===== config.mk =====
export PLATFORM = sky130hd
export DESIGN_NAME = keypad_entry_ctrl_flat
export DESIGN_NICKNAME = d
export VERILOG_FILES = /design/src/rtl/keypad_pkg.sv /design/src/rtl/keypad_entry_ctrl_if.sv /design/src/rtl/keypad_debounce_fsm.sv /design/src/rtl/keypad_entry_ctrl.sv /design/src/flat_wrapper.sv
export SDC_FILE = /design/constraint.sdc
export NUM_CORES = 1
export LEC_CHECK = 0
export CAP_MARGIN = 10
export CORE_UTILIZATION = 35
export DETAILED_ROUTE_END_ITERATION = 16
export HOLD_SLACK_MARGIN = 0.1
export PLACE_DENSITY = 0.67
export SLEW_MARGIN = 20
export SYNTH_ARGS = -nofsm -noshare
export SYNTH_HDL_FRONTEND = slang
export SYNTH_SLANG_ARGS = --single-unit

===== constraint.sdc =====
create_clock -name clk -period 5 [get_ports clk]
set_input_delay 0.75 -clock clk [delete_from_list [all_inputs] [get_ports clk]]
set_output_delay 0.75 -clock clk [all_outputs]
set_load 0.03 [all_outputs]

===== src/rtl/keypad_pkg.sv =====
// Shared key codes, FSM state and frame-class encodings for the keypad entry controller.
package keypad_pkg;

   localparam logic [3:0] KEY_CLEAR     = 4'hc;
   localparam logic [3:0] KEY_ENTER     = 4'he;
   localparam logic [3:0] KEY_BACK      = 4'hf;
   localparam logic [3:0] KEY_MAX_DIGIT = 4'h9;

   typedef enum logic [1:0] {
      ST_IDLE = 2'd0,
      ST_CAND = 2'd1,
      ST_HELD = 2'd2
   } fsm_state_t;

   typedef enum logic [1:0] {
      FR_EMPTY = 2'd0,
      FR_KEY   = 2'd1,
      FR_MULTI = 2'd2
   } frame_class_t;

   function automatic logic is_digit(input logic [3:0] code);
      return (code <= KEY_MAX_DIGIT);
   endfunction

endpackage


===== src/rtl/keypad_entry_ctrl_if.sv =====
// Scanner-side inputs and entry-side outputs of the keypad entry controller.
interface keypad_entry_ctrl_if #(
   parameter int DIGITS = 4
);
   logic                  key_hit;
   logic [3:0]            key_code;
   logic                  frame_end;
   logic                  key_valid;
   logic [3:0]            key_out;
   logic [4*DIGITS-1:0]   digits_out;
   logic [2:0]            digit_count;
   logic [4*DIGITS-1:0]   entry_value;
   logic                  entry_done;
   logic                  busy;

   modport master (
      output key_hit, key_code, frame_end,
      input  key_valid, key_out, digits_out, digit_count, entry_value, entry_done, busy
   );

   modport slave (
      input  key_hit, key_code, frame_end,
      output key_valid, key_out, digits_out, digit_count, entry_value, entry_done, busy
   );
endinterface


===== src/rtl/keypad_debounce_fsm.sv =====
// Per-frame key classification and press/release debounce.
//  state | meaning
//  IDLE  | no key being tracked
//  CAND  | same key seen in r_cnt consecutive frames, not yet accepted
//  HELD  | key accepted; waiting for DEBOUNCE_FRAMES empty frames
module keypad_debounce_fsm
   import keypad_pkg::*;
#(
   parameter int DEBOUNCE_FRAMES = 4,
   parameter int CNT_W           = 3
) (
   input  logic       clk,
   input  logic       reset,
   input  logic       i_key_hit,
   input  logic [3:0] i_key_code,
   input  logic       i_frame_end,
   output logic       o_key_valid,
   output logic [3:0] o_key_out,
   output logic       o_busy
);

   localparam logic [CNT_W-1:0] CNT_LAST = CNT_W'(DEBOUNCE_FRAMES - 1);
   localparam logic [CNT_W-1:0] CNT_ONE  = CNT_W'(1);

   logic             r_seen;
   logic             r_multi;
   logic [3:0]       r_code;

   fsm_state_t       r_state, w_state_nxt;
   logic [3:0]       r_cand, w_cand_nxt;
   logic [CNT_W-1:0] r_cnt, w_cnt_nxt;
   logic [CNT_W-1:0] r_rel, w_rel_nxt;
   logic             r_key_valid, w_key_valid_nxt;
   logic [3:0]       r_key_out, w_key_out_nxt;

   logic             w_any;
   logic             w_multi;
   logic [3:0]       w_code;
   frame_class_t     w_class;

   // The frame_end cycle itself belongs to the frame being closed.
   assign w_any   = r_seen | i_key_hit;
   assign w_code  = r_seen ? r_code : i_key_code;
   assign w_multi = r_multi | (r_seen & i_key_hit & (i_key_code != r_code));

   always_comb begin
      w_class = FR_EMPTY;
      if (w_multi)    w_class = FR_MULTI;
      else if (w_any) w_class = FR_KEY;
   end

   always_ff @(posedge clk) begin
      if (!reset || i_frame_end) begin
         r_seen  <= 1'b0;
         r_multi <= 1'b0;
         r_code  <= 4'h0;
      end else if (i_key_hit) begin
         if (!r_seen) begin
            r_seen <= 1'b1;
            r_code <= i_key_code;
         end else if (i_key_code != r_code) begin
            r_multi <= 1'b1;
         end
      end
   end

   always_ff @(posedge clk) begin
      if (!reset) begin
         r_state     <= ST_IDLE;
         r_cand      <= 4'h0;
         r_cnt       <= '0;
         r_rel       <= '0;
         r_key_valid <= 1'b0;
         r_key_out   <= 4'h0;
      end else begin
         r_state     <= w_state_nxt;
         r_cand      <= w_cand_nxt;
         r_cnt       <= w_cnt_nxt;
         r_rel       <= w_rel_nxt;
         r_key_valid <= w_key_valid_nxt;
         r_key_out   <= w_key_out_nxt;
      end
   end

   always_comb begin
      w_state_nxt     = r_state;
      w_cand_nxt      = r_cand;
      w_cnt_nxt       = r_cnt;
      w_rel_nxt       = r_rel;
      w_key_valid_nxt = 1'b0;
      w_key_out_nxt   = r_key_out;
      if (i_frame_end) begin
         case (r_state)
            ST_IDLE: begin
               if (w_class == FR_KEY) begin
                  w_state_nxt = ST_CAND;
                  w_cand_nxt  = w_code;
                  w_cnt_nxt   = CNT_ONE;
               end
            end
            ST_CAND: begin
               if (w_class == FR_KEY && w_code == r_cand) begin
                  if (r_cnt == CNT_LAST) begin
                     w_state_nxt     = ST_HELD;
                     w_key_valid_nxt = 1'b1;
                     w_key_out_nxt   = r_cand;
                     w_cnt_nxt       = '0;
                     w_rel_nxt       = '0;
                  end else begin
                     w_cnt_nxt = r_cnt + CNT_ONE;
                  end
               end else if (w_class == FR_KEY) begin
                  w_cand_nxt = w_code;
                  w_cnt_nxt  = CNT_ONE;
               end else begin
                  w_state_nxt = ST_IDLE;
                  w_cnt_nxt   = '0;
               end
            end
            ST_HELD: begin
               if (w_class == FR_EMPTY) begin
                  if (r_rel == CNT_LAST) begin
                     w_state_nxt = ST_IDLE;
                     w_rel_nxt   = '0;
                  end else begin
                     w_rel_nxt = r_rel + CNT_ONE;
                  end
               end else begin
                  w_rel_nxt = '0;
               end
            end
            default: begin
               w_state_nxt = ST_IDLE;
               w_cnt_nxt   = '0;
               w_rel_nxt   = '0;
            end
         endcase
      end
   end

   assign o_key_valid = r_key_valid;
   assign o_key_out   = r_key_out;
   assign o_busy      = (r_state != ST_IDLE);

endmodule


===== src/rtl/keypad_entry_ctrl.sv =====
// Keypad entry controller: debounced key accept plus a BCD digit-entry buffer with
// clear, backspace and enter.
module keypad_entry_ctrl
   import keypad_pkg::*;
#(
   parameter int DEBOUNCE_FRAMES = 4,
   parameter int DIGITS          = 4,
   parameter int CNT_W           = 3
) (
   input  logic               clk,
   input  logic               reset,
   keypad_entry_ctrl_if.slave kp
);

   localparam int           BUF_W      = 4 * DIGITS;
   localparam logic [2:0]   DIGITS_MAX = 3'(DIGITS);

   logic             w_key_valid;
   logic [3:0]       w_key_out;
   logic             w_busy;

   logic [BUF_W-1:0] r_buf;
   logic [2:0]       r_count;
   logic [BUF_W-1:0] r_entry_value;
   logic             r_entry_done;

   keypad_debounce_fsm #(
      .DEBOUNCE_FRAMES (DEBOUNCE_FRAMES),
      .CNT_W           (CNT_W)
   ) u_debounce (
      .clk         (clk),
      .reset       (reset),
      .i_key_hit   (kp.key_hit),
      .i_key_code  (kp.key_code),
      .i_frame_end (kp.frame_end),
      .o_key_valid (w_key_valid),
      .o_key_out   (w_key_out),
      .o_busy      (w_busy)
   );

   // Acts on the edge that ends the key_valid cycle; A, B, D fall through untouched.
   always_ff @(posedge clk) begin
      if (!reset) begin
         r_buf         <= '0;
         r_count       <= 3'd0;
         r_entry_value <= '0;
         r_entry_done  <= 1'b0;
      end else begin
         r_entry_done <= 1'b0;
         if (w_key_valid) begin
            if (is_digit(w_key_out)) begin
               if (r_count < DIGITS_MAX) begin
                  r_buf   <= {r_buf[BUF_W-5:0], w_key_out};
                  r_count <= r_count + 3'd1;
               end
            end else if (w_key_out == KEY_CLEAR) begin
               r_buf   <= '0;
               r_count <= 3'd0;
            end else if (w_key_out == KEY_BACK) begin
               if (r_count != 3'd0) begin
                  r_buf   <= {4'h0, r_buf[BUF_W-1:4]};
                  r_count <= r_count - 3'd1;
               end
            end else if (w_key_out == KEY_ENTER) begin
               r_entry_value <= r_buf;
               r_entry_done  <= 1'b1;
               r_buf         <= '0;
               r_count       <= 3'd0;
            end
         end
      end
   end

   assign kp.key_valid   = w_key_valid;
   assign kp.key_out     = w_key_out;
   assign kp.busy        = w_busy;
   assign kp.digits_out  = r_buf;
   assign kp.digit_count = r_count;
   assign kp.entry_value = r_entry_value;
   assign kp.entry_done  = r_entry_done;

endmodule


===== src/flat_wrapper.sv =====
// flat-port wrapper written by rule: the top's interface ports become plain ports
module keypad_entry_ctrl_flat import keypad_pkg::*;
#(
   parameter int DEBOUNCE_FRAMES = 4,
   parameter int DIGITS          = 4,
   parameter int CNT_W           = 3
)
  (clk, reset, kp_key_hit, kp_key_code, kp_frame_end, kp_key_valid, kp_key_out, kp_digits_out, kp_digit_count, kp_entry_value, kp_entry_done, kp_busy);
  keypad_entry_ctrl_if #(.DIGITS(DIGITS)) kp_i ();
  input  logic clk;
  input  logic reset;
  input wire logic [$bits(kp_i.key_hit)-1:0] kp_key_hit;
  input wire logic [$bits(kp_i.key_code)-1:0] kp_key_code;
  input wire logic [$bits(kp_i.frame_end)-1:0] kp_frame_end;
  output wire logic [$bits(kp_i.key_valid)-1:0] kp_key_valid;
  output wire logic [$bits(kp_i.key_out)-1:0] kp_key_out;
  output wire logic [$bits(kp_i.digits_out)-1:0] kp_digits_out;
  output wire logic [$bits(kp_i.digit_count)-1:0] kp_digit_count;
  output wire logic [$bits(kp_i.entry_value)-1:0] kp_entry_value;
  output wire logic [$bits(kp_i.entry_done)-1:0] kp_entry_done;
  output wire logic [$bits(kp_i.busy)-1:0] kp_busy;
  assign kp_i.key_hit = kp_key_hit;
  assign kp_i.key_code = kp_key_code;
  assign kp_i.frame_end = kp_frame_end;
  assign kp_key_valid = kp_i.key_valid;
  assign kp_key_out = kp_i.key_out;
  assign kp_digits_out = kp_i.digits_out;
  assign kp_digit_count = kp_i.digit_count;
  assign kp_entry_value = kp_i.entry_value;
  assign kp_entry_done = kp_i.entry_done;
  assign kp_busy = kp_i.busy;
  keypad_entry_ctrl #(.DEBOUNCE_FRAMES(DEBOUNCE_FRAMES), .DIGITS(DIGITS), .CNT_W(CNT_W)) u_core (.clk(clk), .reset(reset), .kp(kp_i));
endmodule

Word-level counts from Yosys, hierarchy flattened:

Index checks and enable logic that the tools add are counted.

* register bits after elaboration: 59
* bits of input ports: 8

* eq/ne operators: 20
* add/subtract/negate cells: 4
* bitwise gates (word level): 11
* muxes and demuxes: 37
* reductions and logical operators: 19
* magnitude comparators: 2

Operators by type and width (count)
* 2-to-1 mux 16 bit: 6
* 2-to-1 mux 3 bit: 13
* one-hot mux 3 bit (3 select lines): 2
* AND reduction 4 bit: 4
* 2-to-1 mux 2 bit: 7
* inequality test 2 bit, second input constant: 7
* equality test 4 bit, second input constant: 3
* 2-to-1 mux 4 bit: 3
* adder 3 x 1 -> 3 bit, second input constant: 3
* AND reduction 3 bit: 3
* one-hot mux 4 bit (2 select lines): 1
* NOT 1 bit: 7
* equality test 3 x 2 -> 1 bit, second input constant: 2
* inequality test 3 bit, second input constant: 2
* one-hot mux 2 bit (3 select lines): 1
* AND reduction 6 bit: 1
* AND reduction 5 bit: 1
* OR reduction 5 bit: 1
* equality test 2 x 1 -> 1 bit, second input constant: 2
* equality test 4 bit: 1
* less-or-equal comparator 4 bit, second input constant: 1
* logical NOT 2 bit: 2
* 2-to-1 mux 1 bit: 4
* inequality test 4 x 2 -> 1 bit, second input constant: 1
* other kinds (12): 15

Longest topological paths before layout:

Gate-level depths: netlist of run 1.

* word-level depth: 8
* mapped depth: 8

Cells and area by module:

From an unflattened synthesis of run 1, not the netlist that was laid out.

* cells, all modules: 312
* area, all modules: 2830.2 um^2

By module, submodules not included
* keypad_entry_ctrl: cells each 178, area each 1652.8 um^2, instances 1
* keypad_debounce_fsm: cells each 134, area each 1177.4 um^2, instances 1

Worst setup path before layout of run 1:

No wires, ideal clock.

* path kind: input -> register
* start point: input port kp_key_code[2]
* end point: register u_core.u_debounce.r_key_out[0], in the netlist u_core.u_debounce.o_key_out[0]
* stages on the path: 5
* path slack: 2.833 ns
* buffers on the path: 0
* data required time: 4.928 ns
* data arrival time: 2.095 ns
* cell sequence: xnor2_1 > a41oi_2 > nor4_4 > nor4b_4 > mux2i_1

* longest elaborated chain between the ends: 7
* elaborated cells between the ends (all ways): 9
* classes of those cells: eq/ne: 3; mux: 2; bitwise: 2; reduce/logical: 2

Ends and longest elaborated chain
* start: declaration: line flat_wrapper.sv:13 `input wire logic [$bits(kp_i.key_code)-1:0] kp_key_code;`
* inequality test 4 bit: line keypad_debounce_fsm.sv:44 `assign w_multi = r_multi | (r_seen & i_key_hit & (i_key_code != r_code));`
* bitwise AND 1 bit: line keypad_debounce_fsm.sv:44
* OR 1 bit: line keypad_debounce_fsm.sv:44
* 2-to-1 mux 2 bit: line keypad_debounce_fsm.sv:48 `if (w_multi) w_class = FR_MULTI;`
* equality test 2 x 1 -> 1 bit: line keypad_debounce_fsm.sv:102 `if (w_class == FR_KEY && w_code == r_cand) begin`
* logical AND 1 bit (*): line keypad_debounce_fsm.sv:102
* AND reduction 4 bit (no source line) (*)
* end signal: assignment: line keypad_debounce_fsm.sv:81 `r_key_out <= w_key_out_nxt;`
* end: declaration: line keypad_debounce_fsm.sv:34 `logic [3:0] r_key_out, w_key_out_nxt;`

Every way passes the cells marked *; elsewhere a longest branch is shown, timed or not.
A chain may end at the register's enable or synchronous reset.

Worst setup path in the final report of run 1:

* start point: register u_core.u_debounce.r_key_valid, in the netlist u_core.u_debounce.o_key_valid
* end point: output port kp_key_valid

RTL lines
* start: declaration: line keypad_debounce_fsm.sv:33 `logic r_key_valid, w_key_valid_nxt;`
* start signal: assignment: line keypad_debounce_fsm.sv:80 `r_key_valid <= w_key_valid_nxt;`
* end: declaration: line flat_wrapper.sv:15 `output wire logic [$bits(kp_i.key_valid)-1:0] kp_key_valid;`

No word-level cell between the ends.

==> impl_results.md, run 1 <==
* Outcome: complete, no violations
* Post-synthesis mux area share at under 10%
* Seq/Total Area, Yosys at 42.48%
* Met2 Usage GRT at between 20 and 30%
* Min-delay worst type: reg2reg
* Detailed-route via count at 2,534
* Max Buffers Root-to-Sink at 2
* Hold Fails Final Rpt at 0
* Worst-Margin Slew at approximately 1.0 ns
* Cell Area, Synth at 2780 sq um
* GPL Wtd Cong at between 0.7 and 0.8
* Slowest cell on the critical path: dfxtp_1
* Max H-tree Level at 3
* Synth warnings at 0
* Maxcap violations at 0
* Die area at 8304 sq um
* Die X at 91.13 microns
* Fillers at roughly 760
* Initial Util at between 30% and 40%
* Routed vias/inst at around 5.4
* Die height at 91.13 microns
* Largest net degree at the start of global routing at 36
* Gr ovfl total at 0
* Vias in the first global route at roughly 2,500
* Number of core rows at 32
* Core Box Area at slightly below 8000 sq um
* Slew headroom at 31.61%
* Met3 Usage GRT at under 10%
* Fraction of registers with async set/reset at 0%
* Inserted Diodes at 0
* Count of cell types in the netlist at 52
* CP Max Fanout at 22
* First-pass GRT wire length at approximately 12 mm
* Nets at roughly 370
* Syn Area/Cell at slightly below 9 sq um
* CP peak stage delay at about 0.8 ns
* Clock insertion delay at the later pin of the skew report at between 0.3 and 0.4 ns
* Beginning of the critical path: u_core.u_debounce.o_key_valid
* Fin crit share at 54.46%
* Static Leak at ~1.1 nW
* Seq cells post-synth at 59
* Layout cells sized above 1 at under 10%
* HPWL Detailed at 4.553 mm
* GR Layer Usage met1 at about a fifth
* WL final at about 6.8 mm
* FF-to-FF path depth at 7
* Critical path data required time at 4.25 ns
* Clock transition at the registers of the reported paths at about 0.070 ns
* Commonest register cell after synthesis: dfxtp_1
* Gr usage total at about 17%
* CTS sink count at a little under 60
* Top cell family by delay on the critical path: flip-flops
* Reg-to-Reg Start: u_core.kp.digit_count[0]
* Worst clock skew at around 0.0057 ns
* # resized after CTS at 0
* Synth Area in Compound Gates at a little under a quarter
* Cell Pwr Density at between 200 and 300 nW/um^2
* Worst Hold Launch: u_core.u_debounce.r_cnt[2]
* Post-CTS Setup Inserts at 0
* First-pass detailed-route iteration total at 6
* Xor/xnor share of the synthesized area at 2.475%
* Hold buffers post-CTS at 0
* DR DRC count at 0
* Most frequent cells in the layout: dfxtp_1, nand2_1, clkdlybuf4s50_1, a21oi_1, a31oi_1
* Initial antenna violation count at 0
* TritonCTS Buffers at 9
* Final setup fails at 0
* CP Cell Sequence: clkdlybuf4s50_1
* Arrival time worst endpoint at 1.97 ns
* Drt initial violations at 139
* CTS root buf: clkbuf_8
* Area share of and/or/nand/nor cells after synthesis at between 20% and 30%
* FF-to-FF setup slack at 2.66 ns
* WP buf/inv at 1
* Top Ports at 50
* Post-synth EDFFs at 0
* Synth area leaders: dfxtp_1, nand2_1, a21oi_1
* Most common cell after layout, fill and taps aside: dfxtp_1
* CP Depth at 1
* Worst VDD drop at about 0.00017 V
* RSZ-0062 raised after global routing: no
* Syn Inst Count at ~320
* Antenna Nets Post-Route at 0
* Largest family of logic cells by synthesized area: compound AO/OA/AOI/OAI gates
* WS Path Type: reg2out
* Layout area overhead at 25.65%
* Synth Area in Adders at under 10%
* Critical Path End Type: output pin
* Hold path cells at 2
* Top cell type's share of synthesized area at 42.48%
* Final worst path period need at between 2 and 3 ns
* Slew Viols, Final at 0
* Leading area contributor after synthesis: dfxtp_1
* Drt wl/cell at 14.63 microns
* Synthesized Nets at 334
* CTS tree: done
* Cells after DPL at approximately 450
* Input/output buffers at 49
* Total negative slack at 0 ns
* Fmax at roughly 370 MHz
* CP Launch Type: flip-flop
* Cell Count, Final, Fillers Out at around 470
* Top Usage Layer GRT: met2
## synth_stat cells (5+ instances only)
cell	n
a31oi_1	16
nor2_1	12
nor2b_1	5
a22oi_1	8
o21ai_0	9
ha_1	5
inv_1	7
clkbuf_1	18
o31ai_1	8
a21oi_1	31
a211oi_1	15
nand2_1	52
dfxtp_1	59
nand4_1	8
mux2i_1	12
## sequential cells by signal, indices dropped and copies added, names as in the netlist
name                           count
u_core.u_debounce.r_cnt            3
u_core.u_debounce.r_rel            3
u_core.u_debounce.r_seen           1
u_core.u_debounce.o_key_out        4
u_core.kp.digits_out              16
u_core.u_debounce.r_multi          1
u_core.kp.entry_done               1
u_core.u_debounce.r_state          2
u_core.u_debounce.r_cand           4
u_core.kp.entry_value             16
u_core.u_debounce.r_code           4
u_core.kp.digit_count              3
u_core.u_debounce.o_key_valid      1
## logic make-up after synthesis
family / Yosys count
simple gates: 105
mux: 12
compound gates: 100
buf+inv: 33
xor+xnor: 7
fa+ha+maj: 5
flops: 59
## layer usage
layer | part of all wire, % | wire [microns]
met2 | 49 | 3360
met4 | 1.3 | 86
met1 | 44 | 2978
met3 | 5.6 | 380
met5 | 0 | 0
## path summary, 6_finish.rpt
| check | endpoint |
|---|---|
| setup / recovery | kp_key_valid |
| hold / removal | u_core.u_debounce.r_cnt[2] |
| setup reg to reg | u_core.kp.digits_out[6] |
| hold reg to reg | u_core.u_debounce.r_cnt[2] |
## where the power goes
| group | total, mW | leakage (nW) | switching (mW) | internal, mW |
|---|---|---|---|---|
| Sequential | 0.484 | 0.477 | 0.00811 | 0.476 |
| Clock | 0.430 | 0.0991 | 0.189 | 0.241 |
| Combinational | 0.0657 | 0.561 | 0.0402 | 0.0255 |
| Total | 0.980 | 1.14 | 0.237 | 0.743 |
## cell type report
class,instances,area (sq um),share of cell area (%)
inverters,8,30.03,0.8596
multi-input cells,229,1455,41.65
clock inverters,5,52.55,1.504
clock buffers,11,141.4,4.047
flip-flops and latches,59,1181,33.81
repair buffers,51,505.5,14.47
well taps,102,127.6,3.653
## per-stage QoR
stage | worst slack [ns] | hold slack (ns) | instance area [sq um] | util (%) | total power [mW]
6_report | 2.277 | 0.4473 | 3493 | 45.44 | 0.9803
2_1_floorplan | 2.833 | 0.4069 | 2780 | - | 0.5405
3_5_place_dp | 2.048 | 0.4204 | 3299 | 42.92 | 0.5602
5_1_grt | 2.199 | 0.4774 | 3493 | 45.44 | 1.022
3_3_place_gp | 2.169 | 0.4184 | 3299 | 42.92 | 0.5589
4_1_cts | 2.304 | 0.4382 | 3493 | 45.44 | 0.9903
Power figures use the tool's default switching activity.
==> run 2, diff against run 1 <==
--- a/config.mk
+++ b/config.mk
@@ -9,7 +9,7 @@
 export CORE_UTILIZATION = 35
 export DETAILED_ROUTE_END_ITERATION = 16
 export HOLD_SLACK_MARGIN = 0.1
-export PLACE_DENSITY = 0.67
+export PLACE_DENSITY = 0.69
 export SLEW_MARGIN = 20
 export SYNTH_ARGS = -nofsm -noshare
 export SYNTH_HDL_FRONTEND = slang
==> constraint.sdc (replaced) <==
create_clock -name clk -period 2.3 [get_ports clk]
set_input_delay 0.345 -clock clk [delete_from_list [all_inputs] [get_ports clk]]
set_output_delay 0.345 -clock clk [all_outputs]
set_load 0.03 [all_outputs]
==> run 2 against run 1 <==
Effect of this change:
- clock-buffer cell count down 2
- flip-flop and latch count is the same
- utilization up 2.0 points
- largest cell class unchanged
- highest routed layer unchanged
- final area rose by 4.3%
- total power increased by 130%
- register-to-register slack worse by 2.4 ns
- final cell count is 3.0% higher
- clock power up 150%
- worst hold slack improved by 0.0063 ns
==> impl_results.md, run 2 (same netlist as run 1, synthesis figures left out) <==
* Number of core rows at 32
* CTS root buf: clkbuf_8
* Routed vias/inst at about 5.3
* Max H-tree Level at 3
* Input/output buffers at 49
* Drt initial violations at between 150 and 200
* TritonCTS Buffers at 9
* Worst-Margin Slew at ~0.60 ns
* Initial Util at a little over a third
* GPL Wtd Cong at roughly 0.8
* Seq. cell area at 1181 sq um
* Reg-to-Reg Start: u_core.u_debounce.r_seen
* Worst clock skew at ~0.0056 ns
* Layout cells sized above 1 at around 11%
* Initial antenna violation count at 0
* Cell Pwr Density at slightly above 600 nW/um^2
* CP Max Fanout at 9
* Worst Hold Launch: u_core.u_debounce.r_cnt[2]
* Slew Viols, Final at 0
* WS Path Type: reg2reg
* Final worst path period need at 2.080 ns
* Layout area overhead at 31.10%
* Die height at ~91 microns
* Most common cell after layout, fill and taps aside: dfxtp_1
* Arrival time worst endpoint at approximately 2.3 ns
* Detailed-route via count at between 2,000 and 3,000
* Inserted Diodes at 0
* Critical path data required time at ~2.6 ns
* Die area at between 8000 and 9000 sq um
* Nets at around 390
* Gr ovfl total at 0
* Antenna Nets Post-Route at 0
* Hold Fails Final Rpt at 0
* Vias in the first global route at 2,441
* Worst VDD drop at approximately 0.00044 V
* CTS sink count at 59
* Hold buffers post-CTS at 0
* HPWL Detailed at 4.571 mm
* Most frequent cells in the layout: dfxtp_1, nand2_1, clkdlybuf4s50_1, a21oi_1, a31oi_1
* Fmax at 480.7 MHz
* CP Launch Type: flip-flop
* Top Ports at 50
* Beginning of the critical path: u_core.u_debounce.r_seen
* Multi-input gate area at ~1500 sq um
* Static Leak at 1.227 nW
* Fin crit share at between 90% and 100%
* Max Buffers Root-to-Sink at 2
* First-pass detailed-route iteration total at 4
* Slew headroom at between 50 and 60%
* Min-delay worst type: reg2reg
* First-pass GRT wire length at about 11 mm
* DR DRC count at 0
* Final core occ at 47.41%
* Clock insertion delay at the later pin of the skew report at between 0.3 and 0.4 ns
* Final setup fails at 0
* Total power at ~2.3 mW
* Core Box Area at between 7000 and 8000 sq um
* RSZ-0062 raised after global routing: no
* Largest net degree at the start of global routing at 34
* Die X at 91.13 microns
* Fillers at ~760
* WL final at 6.633 mm
* Critical Path End Type: flip-flop
* Outcome: complete, no violations
* Gr usage total at between 10% and 20%
* CTS tree: done
* Clock transition at the registers of the reported paths at 0.07 ns
* Maxcap violations at 0
* Drt wl/cell at 13.85 microns
run 2: layout make-up:
type / count / share of cell area (%)
multi-input cells: 229 / 40.03
clock inverters: 7 / 2.746
well taps: 102 / 3.502
flip-flops and latches: 59 / 32.41
clock buffers: 9 / 3.399
repair buffers: 65 / 17.10
inverters: 8 / 0.8239
run 2: per-stage QoR:
step	std cells	setup TNS, ns	instance area, sq um	worst slack (ns)	hold slack (ns)
floorplan	321	0	2780	0.2219	0.4069
global placement	463	0	3417	0.07262	0.4188
detailed placement	463	-0.01738	3417	-0.01738	0.4384
CTS	479	0	3641	0.08294	0.4547
global route	479	0	3645	0.02527	0.4806
finish	479	0	3645	0.2197	0.4535
run 2: critical path, stage by stage, from the launching register on:
cell and delay, ns:
dfxtp_1 0.50, mux2i_1 0.31, mux2i_1 0.26, nand4_2 0.28
nor4b_4 0.27, buf_4 0.18, mux2i_1 0.20
run 2: worst paths after layout:
check | end | slack, ns | cells past startpoint
setup / recovery | u_core.u_debounce.o_key_out[1] | 0.22 | 6
hold / removal | u_core.u_debounce.r_cnt[2] | 0.45 | 2
setup reg to reg | u_core.u_debounce.o_key_out[1] | 0.22 | 6
hold reg to reg | u_core.u_debounce.r_cnt[2] | 0.45 | 2
run 2: repair_timing:
item / in CTS / in global routing
endpoints found under the hold margin: 0 / 0
setup endpoints to repair: 0 / 10
buffers inserted: 0 / 0
resized for setup: 0 / 1
run 2: power by group:
group / internal (mW) / switching [mW] / total (mW)
sequential: 1.04 / 0.0173 / 1.05
clock: 0.619 / 0.444 / 1.06
combinational: 0.0636 / 0.0847 / 0.148
total: 1.72 / 0.546 / 2.26
run 2: per-layer routing:
layer | vias to the layer above | GRT usage [%] | wire length (microns)
met2 | 83 | 28.28 | 3212
met5 | - | 0 | 0
li1 | 1277 | - | -
met3 | 11 | 5.276 | 327
met4 | 0 | 7.011 | 95
met1 | 1185 | 20.04 | 2999
==> run 3, diff against run 2 <==
--- a/config.mk
+++ b/config.mk
@@ -6,11 +6,12 @@
 export NUM_CORES = 1
 export LEC_CHECK = 0
 export CAP_MARGIN = 10
+export CORE_MARGIN = 3
 export CORE_UTILIZATION = 35
 export DETAILED_ROUTE_END_ITERATION = 16
 export HOLD_SLACK_MARGIN = 0.1
 export PLACE_DENSITY = 0.69
-export SLEW_MARGIN = 20
+export SLEW_MARGIN = 40
 export SYNTH_ARGS = -nofsm -noshare
 export SYNTH_HDL_FRONTEND = slang
 export SYNTH_SLANG_ARGS = --single-unit
==> run 3 against run 2 <==
Effect of this change:
- die area grew 9.0%
- worst hold slack worse by 0.020 ns
- clock-buffer cell count unchanged
- critical endpoint is now u_core.u_debounce.r_cnt[2]
- largest cell class unchanged
==> impl_results.md, run 3 (same netlist as run 1, synthesis figures left out) <==
* Outcome: complete, no violations
* WS Path Type: reg2reg
* RSZ-0062 raised after global routing: no
* Input/output buffers at 49
* # resized after CTS at 0
* Cell Count, Final, Fillers Out at between 400 and 500
* Final setup fails at 0
* Worst clock skew at ~0.01 ns
* WL final at around 7 mm
* Met2 Usage GRT at about a quarter
* Cell Pwr Density at ~640 nW/um^2
* Fillers at about 700
* First-pass GRT wire length at 11.12 mm
* CTS sink count at a little under 60
* Fmax at 491.6 MHz
* Top Usage Layer GRT: met2
* Cells after DPL at approximately 460
* Slew Viols, Final at 0
* Gr usage total at about 16%
* Int Pwr at around 1.8 mW
* Antenna Nets Post-Route at 0
* HPWL Detailed at roughly 4.8 mm
* Worst VDD drop at a little under 0.0004 V
* Number of core rows at 31
* Inserted Diodes at 0
* Initial antenna violation count at 0
* GPL Wtd Cong at ~0.81
* CP Launch Type: flip-flop
* CP Max Fanout at 7
* Top Ports at 50
* Sw Share at approximately 22%
* Maxcap violations at 0
* Die X at approximately 95 microns
* Hold buffers post-CTS at 0
* Detailed-route via count at approximately 2,600
* Max Buffers Root-to-Sink at 2
* Min-delay worst type: reg2reg
* FF-to-FF setup slack at approximately 0.27 ns
* Drt wl/cell at roughly 14 microns
* Total negative slack at 0 ns
* CTS tree: done
* Final worst path period need at slightly above 2 ns
* TritonCTS Buffers at 9
* Worst-Margin Slew at 0.6116 ns
* Clock power share at approximately half
* Slew headroom at 58.95%
* Hold Fails Final Rpt at 0
* P_sw at 511.3 uW
* Die area at about 9000 sq um
* Core Box Area at around 7500 sq um
* Clock insertion delay at the later pin of the skew report at about 0.33 ns
* CTS root buf: clkbuf_8
* Drt initial violations at 178
* Post-CTS Setup Inserts at 0
* Most common cell after layout, fill and taps aside: dfxtp_1
* Most frequent cells in the layout: dfxtp_1, nand2_1, clkdlybuf4s50_1, a21oi_1, buf_4
* Sequential share of power at roughly 45%
* Layout area overhead at 31.77%
* Layout cells sized above 1 at roughly an eighth
* GR Layer Usage met1 at about a fifth
* Comb power frac at ~6.4%
* Largest net degree at the start of global routing at 20
* Arrival time worst endpoint at between 2 and 2.5 ns
* Nets at roughly 390
* Critical Path End Type: flip-flop
* Initial Util at between 30% and 40%
* Fin crit share at 88.44%
* First-pass detailed-route iteration total at 4
* Gr ovfl total at 0
* Hold WS at ~0.43 ns
* Max H-tree Level at 3
* Routed vias/inst at 5.332
* Die height at 95.13 microns
* Critical path data required time at 2.56 ns
* Static Leak at 1.242 nW
* Met3 Usage GRT at 5.051%
* Vias in the first global route at between 2,000 and 2,500
* Clock transition at the registers of the reported paths at about 0.070 ns
* DR DRC count at 0
[run 3: per-stage QoR]
| stage | utilization (%) | cell area [sq um] | power [mW] | worst slack, ns |
|---|---|---|---|---|
| after floorplan | - | 2780 | 1.175 | 0.2219 |
| after global placement | 45.73 | 3423 | 1.224 | 0.09745 |
| after detailed placement | 45.73 | 3423 | 1.226 | 0.03876 |
| after CTS | 48.94 | 3664 | 2.349 | 0.2573 |
| after global routing | 48.94 | 3664 | 2.418 | 0.1216 |
| final | 48.94 | 3664 | 2.327 | 0.2659 |
[run 3: final timing paths]
path,start,endpoint,cells after the start
worst max-delay path,u_core.u_debounce.r_seen,u_core.u_debounce.r_cnt[2],6
worst min-delay path,u_core.u_debounce.r_cnt[2],u_core.u_debounce.r_cnt[2],2
worst max register to register,u_core.u_debounce.r_seen,u_core.u_debounce.r_cnt[2],6
worst min register to register,u_core.u_debounce.r_cnt[2],u_core.u_debounce.r_cnt[2],2
[run 3: per-layer routing]
layer / share of wire, % / wire [microns]
met3: 6.0 / 417
met4: 0.88 / 61
met1: 45 / 3121
met2: 48 / 3314
met5: 0 / 0
[run 3: power groups by stage]
stage	Clock [mW]	Sequential (mW)	Combinational (mW)
6_report	1.12	1.05	0.149
2_1_floorplan	0	1.07	0.102
4_1_cts	1.15	1.05	0.149
5_1_grt	1.20	1.06	0.162
3_5_place_dp	0	1.08	0.149
3_3_place_gp	0	1.08	0.148
[run 3: final cells by class]
class                      count  area, sq um  share of cell area [%]
multi-input combinational    229         1455                   39.72
tap                           99        123.9                   3.381
sequential                    59         1181                   32.24
timing repair buffer          68        633.1                   17.28
clock inverter                 7        116.4                   3.176
clock buffer                   9        123.9                   3.381
inverter                       8        30.03                  0.8197
[run 3: worst max-delay path: stages, from the launching register on]
cell and delay [ns]:
dfxtp_1 0.50, mux2i_1 0.33, mux2i_1 0.26, nand4_2 0.20, buf_4 0.21, or3b_1 0.34
a21oi_1 0.14
